--- src/rtl/queen_pkg.sv ---
// Shared definitions for the 12-queens solver and its verdict checker.
package queen_pkg;

    localparam int N = 12;
    localparam logic [3:0] MAX_IDX = 4'd11;

    typedef enum logic [2:0] {
        IDLE   = 3'd0,
        LOAD   = 3'd1,
        RECV   = 3'd2,
        CHECK  = 3'd3,
        REPORT = 3'd4
    } state_t;

    localparam logic [1:0] ERR_OK     = 2'b00;
    localparam logic [1:0] ERR_RANGE  = 2'b01;
    localparam logic [1:0] ERR_PRE    = 2'b10;
    localparam logic [1:0] ERR_ATTACK = 2'b11;

    typedef logic [N-1:0][3:0] rows_t;

    // Magnitude of a difference, always larger minus smaller so nothing wraps.
    function automatic logic [3:0] abs_diff(input logic [3:0] a, input logic [3:0] b);
        if (a > b) begin
            return a - b;
        end else begin
            return b - a;
        end
    endfunction

endpackage

--- src/rtl/queen_col_check.sv ---
// Combinational legality test of a single column k against the columns before it.
module queen_col_check
    import queen_pkg::*;
(
    input  rows_t            rows,
    input  logic [3:0]       k,
    input  logic [N-1:0]     mask,
    input  logic [3:0]       pre_row,
    output logic             fail,
    output logic [1:0]       code
);

    logic [3:0] row_k;
    logic       attack;

    // Scan every earlier column for a shared row or diagonal.
    always_comb begin
        row_k  = rows[k];
        attack = 1'b0;
        for (int i = 0; i < N; i++) begin
            if (4'(i) < k) begin
                if ((rows[i] == row_k) || (abs_diff(rows[i], row_k) == (k - 4'(i)))) begin
                    attack = 1'b1;
                end else begin
                    attack = attack;
                end
            end else begin
                attack = attack;
            end
        end
    end

    // Prioritised error code: range, then pre-placed mismatch, then attack.
    always_comb begin
        code = ERR_OK;
        if (row_k > MAX_IDX) begin
            code = ERR_RANGE;
        end else if (mask[k] && (row_k != pre_row)) begin
            code = ERR_PRE;
        end else if (attack) begin
            code = ERR_ATTACK;
        end else begin
            code = ERR_OK;
        end
        fail = (code != ERR_OK);
    end

endmodule

--- src/rtl/queen_check.sv ---
// Collects pre-placed queens and a 12-column solution stream, then checks one column per cycle.
module queen_check
    import queen_pkg::*;
(
    input  logic       clk,
    input  logic       rst_n,
    input  logic       in_valid,
    input  logic [3:0] col,
    input  logic [3:0] row,
    input  logic       sol_valid,
    input  logic [3:0] sol_row,
    output logic       done,
    output logic       pass,
    output logic [1:0] err_code,
    output logic [3:0] err_col
);

    state_t       state_q, state_d;
    logic [3:0]   cnt_q, cnt_d;
    logic [3:0]   k_q, k_d;
    logic [N-1:0] mask_q, mask_d;
    rows_t        pre_q, pre_d;
    rows_t        rows_q, rows_d;
    logic         done_q, done_d;
    logic         pass_q, pass_d;
    logic [1:0]   err_code_q, err_code_d;
    logic [3:0]   err_col_q, err_col_d;

    logic         col_fail;
    logic [1:0]   col_code;

    queen_col_check u_col_check (
        .rows    (rows_q),
        .k       (k_q),
        .mask    (mask_q),
        .pre_row (pre_q[k_q]),
        .fail    (col_fail),
        .code    (col_code)
    );

    // Next-state and verdict logic; verdict outputs are only non-zero for the REPORT cycle.
    always_comb begin
        state_d    = state_q;
        cnt_d      = cnt_q;
        k_d        = k_q;
        mask_d     = mask_q;
        pre_d      = pre_q;
        rows_d     = rows_q;
        done_d     = 1'b0;
        pass_d     = 1'b0;
        err_code_d = ERR_OK;
        err_col_d  = 4'd0;
        case (state_q)
            IDLE, LOAD: begin
                // Pre-placed beat is applied before any same-cycle solution beat.
                if (in_valid && (col <= MAX_IDX)) begin
                    if (state_q == IDLE) begin
                        mask_d = {N{1'b0}};
                    end else begin
                        mask_d = mask_q;
                    end
                    pre_d[col]  = row;
                    mask_d[col] = 1'b1;
                    state_d     = LOAD;
                end else begin
                    state_d = state_q;
                end
                if (sol_valid) begin
                    rows_d[0] = sol_row;
                    cnt_d     = 4'd1;
                    state_d   = RECV;
                end else begin
                    cnt_d = cnt_q;
                end
            end
            RECV: begin
                if (sol_valid) begin
                    rows_d[cnt_q] = sol_row;
                    if (cnt_q == MAX_IDX) begin
                        state_d = CHECK;
                        k_d     = 4'd0;
                        cnt_d   = 4'd0;
                    end else begin
                        cnt_d = cnt_q + 4'd1;
                    end
                end else begin
                    state_d = RECV;
                end
            end
            CHECK: begin
                if (col_fail) begin
                    state_d    = REPORT;
                    done_d     = 1'b1;
                    err_code_d = col_code;
                    err_col_d  = k_q;
                end else if (k_q == MAX_IDX) begin
                    state_d = REPORT;
                    done_d  = 1'b1;
                    pass_d  = 1'b1;
                end else begin
                    k_d = k_q + 4'd1;
                end
            end
            REPORT: begin
                state_d = IDLE;
                mask_d  = {N{1'b0}};
                cnt_d   = 4'd0;
                k_d     = 4'd0;
            end
            default: begin
                state_d = IDLE;
            end
        endcase
    end

    // State, storage and registered verdict outputs.
    always_ff @(posedge clk or negedge rst_n) begin
        if (!rst_n) begin
            state_q    <= IDLE;
            cnt_q      <= 4'd0;
            k_q        <= 4'd0;
            mask_q     <= {N{1'b0}};
            pre_q      <= '0;
            rows_q     <= '0;
            done_q     <= 1'b0;
            pass_q     <= 1'b0;
            err_code_q <= ERR_OK;
            err_col_q  <= 4'd0;
        end else begin
            state_q    <= state_d;
            cnt_q      <= cnt_d;
            k_q        <= k_d;
            mask_q     <= mask_d;
            pre_q      <= pre_d;
            rows_q     <= rows_d;
            done_q     <= done_d;
            pass_q     <= pass_d;
            err_code_q <= err_code_d;
            err_col_q  <= err_col_d;
        end
    end

    assign done     = done_q;
    assign pass     = pass_q;
    assign err_code = err_code_q;
    assign err_col  = err_col_q;

endmodule

--- config.mk ---
export PLATFORM = sky130hd
export DESIGN_NAME = queen_check
export DESIGN_NICKNAME = d
export VERILOG_FILES = /design/src/rtl/queen_pkg.sv /design/src/rtl/queen_col_check.sv /design/src/rtl/queen_check.sv
export SDC_FILE = /design/constraint.sdc
export NUM_CORES = 1
export LEC_CHECK = 0
export CAP_MARGIN = 20
export CORE_MARGIN = 2
export CORE_UTILIZATION = 25
export DETAILED_ROUTE_END_ITERATION = 7
export PLACE_DENSITY = 0.49
export SLEW_MARGIN = 20
export SYNTH_ARGS = -nofsm -noshare
export SYNTH_HDL_FRONTEND = slang
export SYNTH_HIERARCHICAL = 1
export SYNTH_SLANG_ARGS = --single-unit
--- constraint.sdc ---
create_clock -name clk -period 9.6 [get_ports clk]
set_clock_uncertainty 0.15 [all_clocks]
set_input_delay 1.44 -clock clk [delete_from_list [all_inputs] [get_ports clk]]
set_output_delay 1.44 -clock clk [all_outputs]
set_load 0.03 [all_outputs]
==> run metrics, run 1 <==
crit path DAT 7.05 ns; Worst Hold Class reg2reg; Tightest Pin Transition 0.999 ns; initial antenna violation count 0; final HPWL from detailed placement 21200 um; Hold Path Cell Cnt 1; # setup viols final 0; Crit path required time slightly below 10 ns; TritonCTS clock tree yes; share of layout cells above drive strength 1 19.1%; period utilisation layout slightly above 70%; element type at the critical path start flip-flop; Resized cells post-CTS 0; reg2reg path depth 18; Core ar. 0.0406 mm^2; initial DRC count roughly 460; status finished, final reports clean; final setup TNS 0 ns; Synth Warn # 6; number of port buffers 23; DRT antenna net count 0; Area Growth Syn to Fin 14.0%; crit path cell chain buf_4 > mux4_2 > nand2_1 > a31oi_2 > inv_1 > ha_1 > inv_1 > fa_1 > xnor2_1 > nand4_1 > a21oi_1 > nor4_1 > nand4_1 > nor4_1 > nand3b_1 > nor3b_2 > nor3_1 > a221o_1; Post CTS Setup Buffer Count 0; crit end category flip-flop; worst-path fanout max 17; DRT Pass-1 Iters 4; DRC viols 0; max_cap viols 0; Seq/Total Area, Yosys approximately 31%; initial core utilization approximately a quarter; final net count roughly 1.1k; vias in the first global route between 7k and 8k; via count 7243; Crit Path Category reg2reg; die extent in y 206 um; Slowest-stage cell, CP a31oi_2; Post-synth EDFFs 0; average wire per standard cell 19.1 um; CTS Hold Bufs 0; Die W 206 um; largest net degree at the start of global routing between 70 and 80; Slew headroom around a third; Slew Limit Fails 0; Worst-Skew Late Latency roughly 0.42 ns; RSZ-0062 raised after global routing no; Max clock buf depth 2; Post-Synthesis Cells 946; Seq cells post-synth between 100 and 150; Synth Cell Area 0.0102 mm^2; DIE AREA 0.0425 mm^2; total CTS buffers 17; first-pass GRT wire length roughly 45000 um; fin crit period ~6.9 ns; Post-synth ARST share 100%; final WL approximately 29000 um; H-tree depth 4; Clock Tree Root clkbuf_16; unique cell type count in the Yosys netlist 73; Final GP Congestion a little over 0.8; Fmax 145 MHz; Post-synth top flop dfrtp_1; Synth Net Count 1086; Sinks on Clock Net 127; Congestion Overflow GR 0; CP max stage delay 0.85 ns; Total GRT Usage 13.9%; row count 74; Post-Syn Area per Cell 10.8 um^2; ANT cells 0; I/O pins 24; final hold viol count 0; CTS clk-pin slew, worst paths 0.06 ns; Via density 4.80
[sequential cells by signal, indices dropped and copies added, names as in the netlist]
| name | count |
|---|---|
| err_col | 4 |
| state_q | 3 |
| rows_q | 48 |
| pre_q | 48 |
| err_code | 2 |
| k_q | 4 |
| done | 1 |
| cnt_q | 4 |
| mask_q | 12 |
| pass | 1 |
[path summary, 6_finish.rpt]
kind                       slack, ns       from        end
max                             2.70     k_q[3]     k_q[2]
min                             0.35  pre_q[29]  pre_q[29]
max reg2reg                     2.70     k_q[3]     k_q[2]
min reg2reg                     0.35  pre_q[29]  pre_q[29]
max in group asynchronous       7.10      rst_n     k_q[0]
min in group asynchronous       0.83      rst_n  pre_q[14]
[cell usage in the layout, fill, tap and decap left out, drive strengths merged, types with 3 or more instances in the layout]
master         synthesis  final
clkbuf                15     18
a211o                  6      6
o21ai                 23     23
nand3                 17     17
a21boi                 7      7
nor3b                  8      8
nor2                  22     22
xor2                  21     21
dfrtp                127    127
nor2b                 17     17
clkdlybuf4s50          0     22
mux2                  98     98
inv                   81     89
nand2                 64     64
a21oi                 58     58
nand4                 16     16
a31oi                  7      7
o22ai                  4      4
a21o                  12     12
or3                    4      4
nand3b                10     10
a22o                   3      3
nor3                  12     12
xnor2                 56     56
o21a                   3      3
a211oi                 4      4
nor4                   6      6
nand2b                 3      3
a22oi                  6      6
o41ai                  3      3
buf                   18      9
a221o                  3      3
mux4                  27     27
ha                   100    100
and3                   9      9
mux2i                 29     29
fa                    24     24
[cells in the mapped netlist (3+ instances only)]
| cell type | count | area (um^2) |
|---|---|---|
| a211o_1 | 6 | 52.6 |
| a211oi_1 | 4 | 30.0 |
| a21boi_0 | 4 | 30.0 |
| a21o_1 | 12 | 90.1 |
| a21oi_1 | 57 | 285 |
| a221o_1 | 3 | 30.0 |
| a22o_1 | 3 | 26.3 |
| a22oi_1 | 6 | 45.0 |
| a31oi_1 | 6 | 37.5 |
| and3_1 | 9 | 56.3 |
| buf_2 | 12 | 60.1 |
| clkbuf_1 | 15 | 56.3 |
| dfrtp_1 | 127 | 3180 |
| fa_1 | 24 | 480 |
| ha_1 | 100 | 1250 |
| inv_1 | 80 | 300 |
| mux2_2 | 98 | 1100 |
| mux2i_1 | 29 | 290 |
| mux4_1 | 4 | 105 |
| mux4_2 | 23 | 518 |
| nand2_1 | 64 | 240 |
| nand2b_1 | 3 | 18.8 |
| nand3_1 | 16 | 80.1 |
| nand3b_1 | 10 | 75.1 |
| nand4_1 | 16 | 100 |
| nor2_1 | 21 | 78.8 |
| nor2b_1 | 17 | 106 |
| nor3_1 | 10 | 50.1 |
| nor3b_1 | 4 | 30.0 |
| nor4_1 | 4 | 25.0 |
| o21a_1 | 3 | 22.5 |
| o21ai_0 | 23 | 115 |
| o22ai_1 | 4 | 25.0 |
| or3_1 | 4 | 25.0 |
| xnor2_1 | 56 | 490 |
| xor2_1 | 21 | 184 |
[per-stage QoR]
step	setup WS, ns	util, %	cells	cell area [um^2]	hold WS (ns)
floorplan	2.20	-	946	10200	0.324
global placement	2.88	27.2	1476	11000	0.333
detailed placement	2.77	27.2	1476	11000	0.341
CTS	2.73	28.7	1508	11600	0.355
global route	2.28	28.7	1508	11600	0.363
finish	2.70	28.7	1508	11600	0.354
[final cells by class]
class                      count  area, um^2
inverter                      81         304
timing repair buffer          31         292
clock buffer                  18         439
clock inverter                14         170
tap                          532         666
multi-input combinational    705        6590
fill                        4261       28900
sequential                   127        3180
[logic make-up (layout without fill, tap and decap cells)]
family / after synthesis / after routing / share of synthesized area (%)
XOR/XNOR: 77 / 77 / 6.60
flip-flops: 127 / 127 / 31.1
multiplexers: 154 / 154 / 19.8
AND/OR/NAND/NOR: 197 / 197 / 11.1
AO/OA/AOI/OAI: 153 / 153 / 9.79
buffers and inverters: 114 / 144 / 4.68
adder cells (fa/ha/maj): 124 / 124 / 17.0
[critical path: cells and delay by family (launching register included)]
| kind | cells | cell delay, ns |
|---|---|---|
| AND/OR/NAND/NOR | 8 | 2.41 |
| buffers and inverters | 3 | 1.00 |
| multiplexers | 1 | 0.23 |
| adder cells (fa/ha/maj) | 2 | 0.80 |
| XOR/XNOR | 1 | 0.14 |
| flip-flops | 1 | 0.80 |
| AO/OA/AOI/OAI | 3 | 1.22 |
[routing by layer]
layer / global-route usage [%] / share of wire, %
met5: 0 / 0
met4: 2.60 / 0.91
met3: 2.07 / 2.9
met2: 23.7 / 49
met1: 18.9 / 47
Power of run 1 is left out: the tool's default activity adds up to more than one toggle a clock period on the data nets, which glitch-free logic cannot reach.
==> run 2, diff against run 1 <==
PLACE_DENSITY = 0.5   (was 0.49)
clock period = 5.7 ns   (was 9.6 ns; I/O delays follow)
==> run metrics, run 2 (synthesis gave the netlist of run 1 again) <==
initial antenna violation count 0 (unchanged); DRT antenna net count 0 (unchanged); Regs by FF count pre_q x48, rows_q x48, mask_q x12; Tightest Pin Transition 0.881 ns (-0.119 ns); dpl cell area 0.0112 mm^2 (+1.4%); initial core utilization 25.2% (unchanged); initial DRC count 415 (-10%); H-tree depth 4 (unchanged); metal2 WL 13800 um (-2.1%); Total GRT Usage 14.1% (+0.16 points); RSZ-0062 raised after global routing no; Slew Limit Fails 0 (unchanged); crit path DAT 5.39 ns (-1.66 ns); ANT cells 0 (unchanged); period utilisation layout 92.0% (+20 points); Worst-Skew Late Latency 0.43 ns (about the same); CTS Hold Bufs 0 (unchanged); Resized cells post-CTS 0 (unchanged); crit end category flip-flop; dpl ws 0.390 ns (-2.38 ns); crit path cell chain mux4_1 > nand2_1 > a31oi_2 > buf_4 > ha_1 > inv_1 > fa_1 > nand3_1 > a21boi_0 > mux2i_1 > xor2_1 > nand2_1 > nor4_1 > nor4b_2 > nand3b_1 > nor3b_4 > buf_4 > o31ai_1 > o41ai_1; element type at the critical path start flip-flop; fin area 0.0118 mm^2 (+1.2%); Die W 206 um (unchanged); first-pass GRT wire length 45200 um (+1.0%); Congestion Overflow GR 0 (unchanged); Post CTS Setup Buffer Count 0 (unchanged); worst-path fanout max 19 (+2); total CTS buffers 17 (unchanged); R2R Setup Slk 0.45 ns (-2.25 ns); Crit path required time 5.85 ns (-3.90 ns); final net count 1121 (+1.6%); average wire per standard cell 19.0 um (-0.47%); Core ar. 0.0406 mm^2 (unchanged); final hold viol count 0 (unchanged); DRT Pass-1 Iters 5 (+1); CP max stage delay 0.71 ns (-0.14 ns); I/O pins 24 (unchanged); number of port buffers 23 (unchanged); R2R Path Start k_q[0]; Slew headroom 41.3% (+8.1 points); TritonCTS clock tree yes; commonest non-fill, non-tap cell in the layout dfrtp_1; CP startpoint k_q[0]; setup slack after layout 0.455 ns (-2.25 ns); max_cap viols 0 (unchanged); final WL 28900 um (+0.65%); largest net degree at the start of global routing 93 (+29%); DIE AREA 0.0425 mm^2 (unchanged); via count 7405 (+2.2%); DRC viols 0 (unchanged); Hold Path Cell Cnt 1 (unchanged); reg2reg path depth 19 (+1); fin crit period 5.25 ns (-1.65 ns); Via density 4.86 (+1.1%); Worst Hold Class reg2reg; Slowest-stage cell, CP dfrtp_2; # setup viols final 0 (unchanged); CTS clk-pin slew, worst paths 0.06 ns (about the same); worst hold margin 0.352 ns (-0.00226 ns); met3 wire len 1010 um (+22%); Sinks on Clock Net 127 (unchanged); row count 74 (unchanged); most frequent cells in the layout dfrtp_1, ha_1, mux2_2, inv_1, nand2_1; Critical Path Sink state_q[0]; Final GP Congestion 0.891 (+9.4%); share of layout cells above drive strength 1 20.8% (+1.8 points); # fillers 4253 (-0.19%); die extent in y 206 um (unchanged); Crit Reg-Reg Endpoint state_q[0]; metal1 wirelength 13500 um (-0.36%); top sig layer met4; Area Growth Syn to Fin 15.4%; vias in the first global route 7702 (+6.2%); Max clock buf depth 2 (unchanged); final HPWL from detailed placement 21600 um (+2.1%); final setup TNS 0 ns (unchanged); Crit Path Category reg2reg; status finished, final reports clean; Fmax 191 MHz (+31%); Clock Tree Root clkbuf_16
==> run 2: worst min path at each step <==
stage	start	endpoint	slack (ns)
6_report	pre_q[24]	pre_q[24]	0.35
5_1_grt	pre_q[43]	pre_q[43]	0.36
4_1_cts	pre_q[24]	pre_q[24]	0.35
3_5_place_dp	pre_q[24]	pre_q[24]	0.34
3_3_place_gp	pre_q[26]	pre_q[26]	0.33
2_1_floorplan	pre_q[24]	pre_q[24]	0.32
==> run 2: worst max-delay path: cells and delay by family (launching register included) <==
family | cells | cell delay [ns]
AOI/OAI and AO/OA | 4 | 1.15
xor gates and xnor gates | 1 | 0.17
adders and majority gates | 2 | 0.40
buffers and inverters | 3 | 0.58
DFF | 1 | 0.71
muxes | 2 | 0.94
and+or+nand+nor | 7 | 1.01
==> run 2: layer usage <==
layer  global-route usage (%)  up-vias
met3                     1.84       39
met5                        0        -
met4                     4.26        0
met1                     18.9     3730
met2                     23.6      171
li1                         -     3465
==> run 2: metrics by stage <==
step           instances  utilization [%]
2_1_floorplan        946                -
3_3_place_gp        1494             27.6
3_5_place_dp        1494             27.6
4_1_cts             1525             29.0
5_1_grt             1525             29.0
6_report            1525             29.0
==> run 2: layout make-up <==
type                            instances  area [um^2]  share of cell area (%)
Clock buffer                           18          439                    3.73
Timing Repair Buffer                   49          427                    3.62
Inverter                               81          308                    2.61
Clock inverter                         13          154                    1.31
Tap cell                              532          666                    5.65
Sequential cell                       127         3180                    27.0
Multi-Input combinational cell        705         6610                    56.1
Power of run 2 is left out for the same reason.
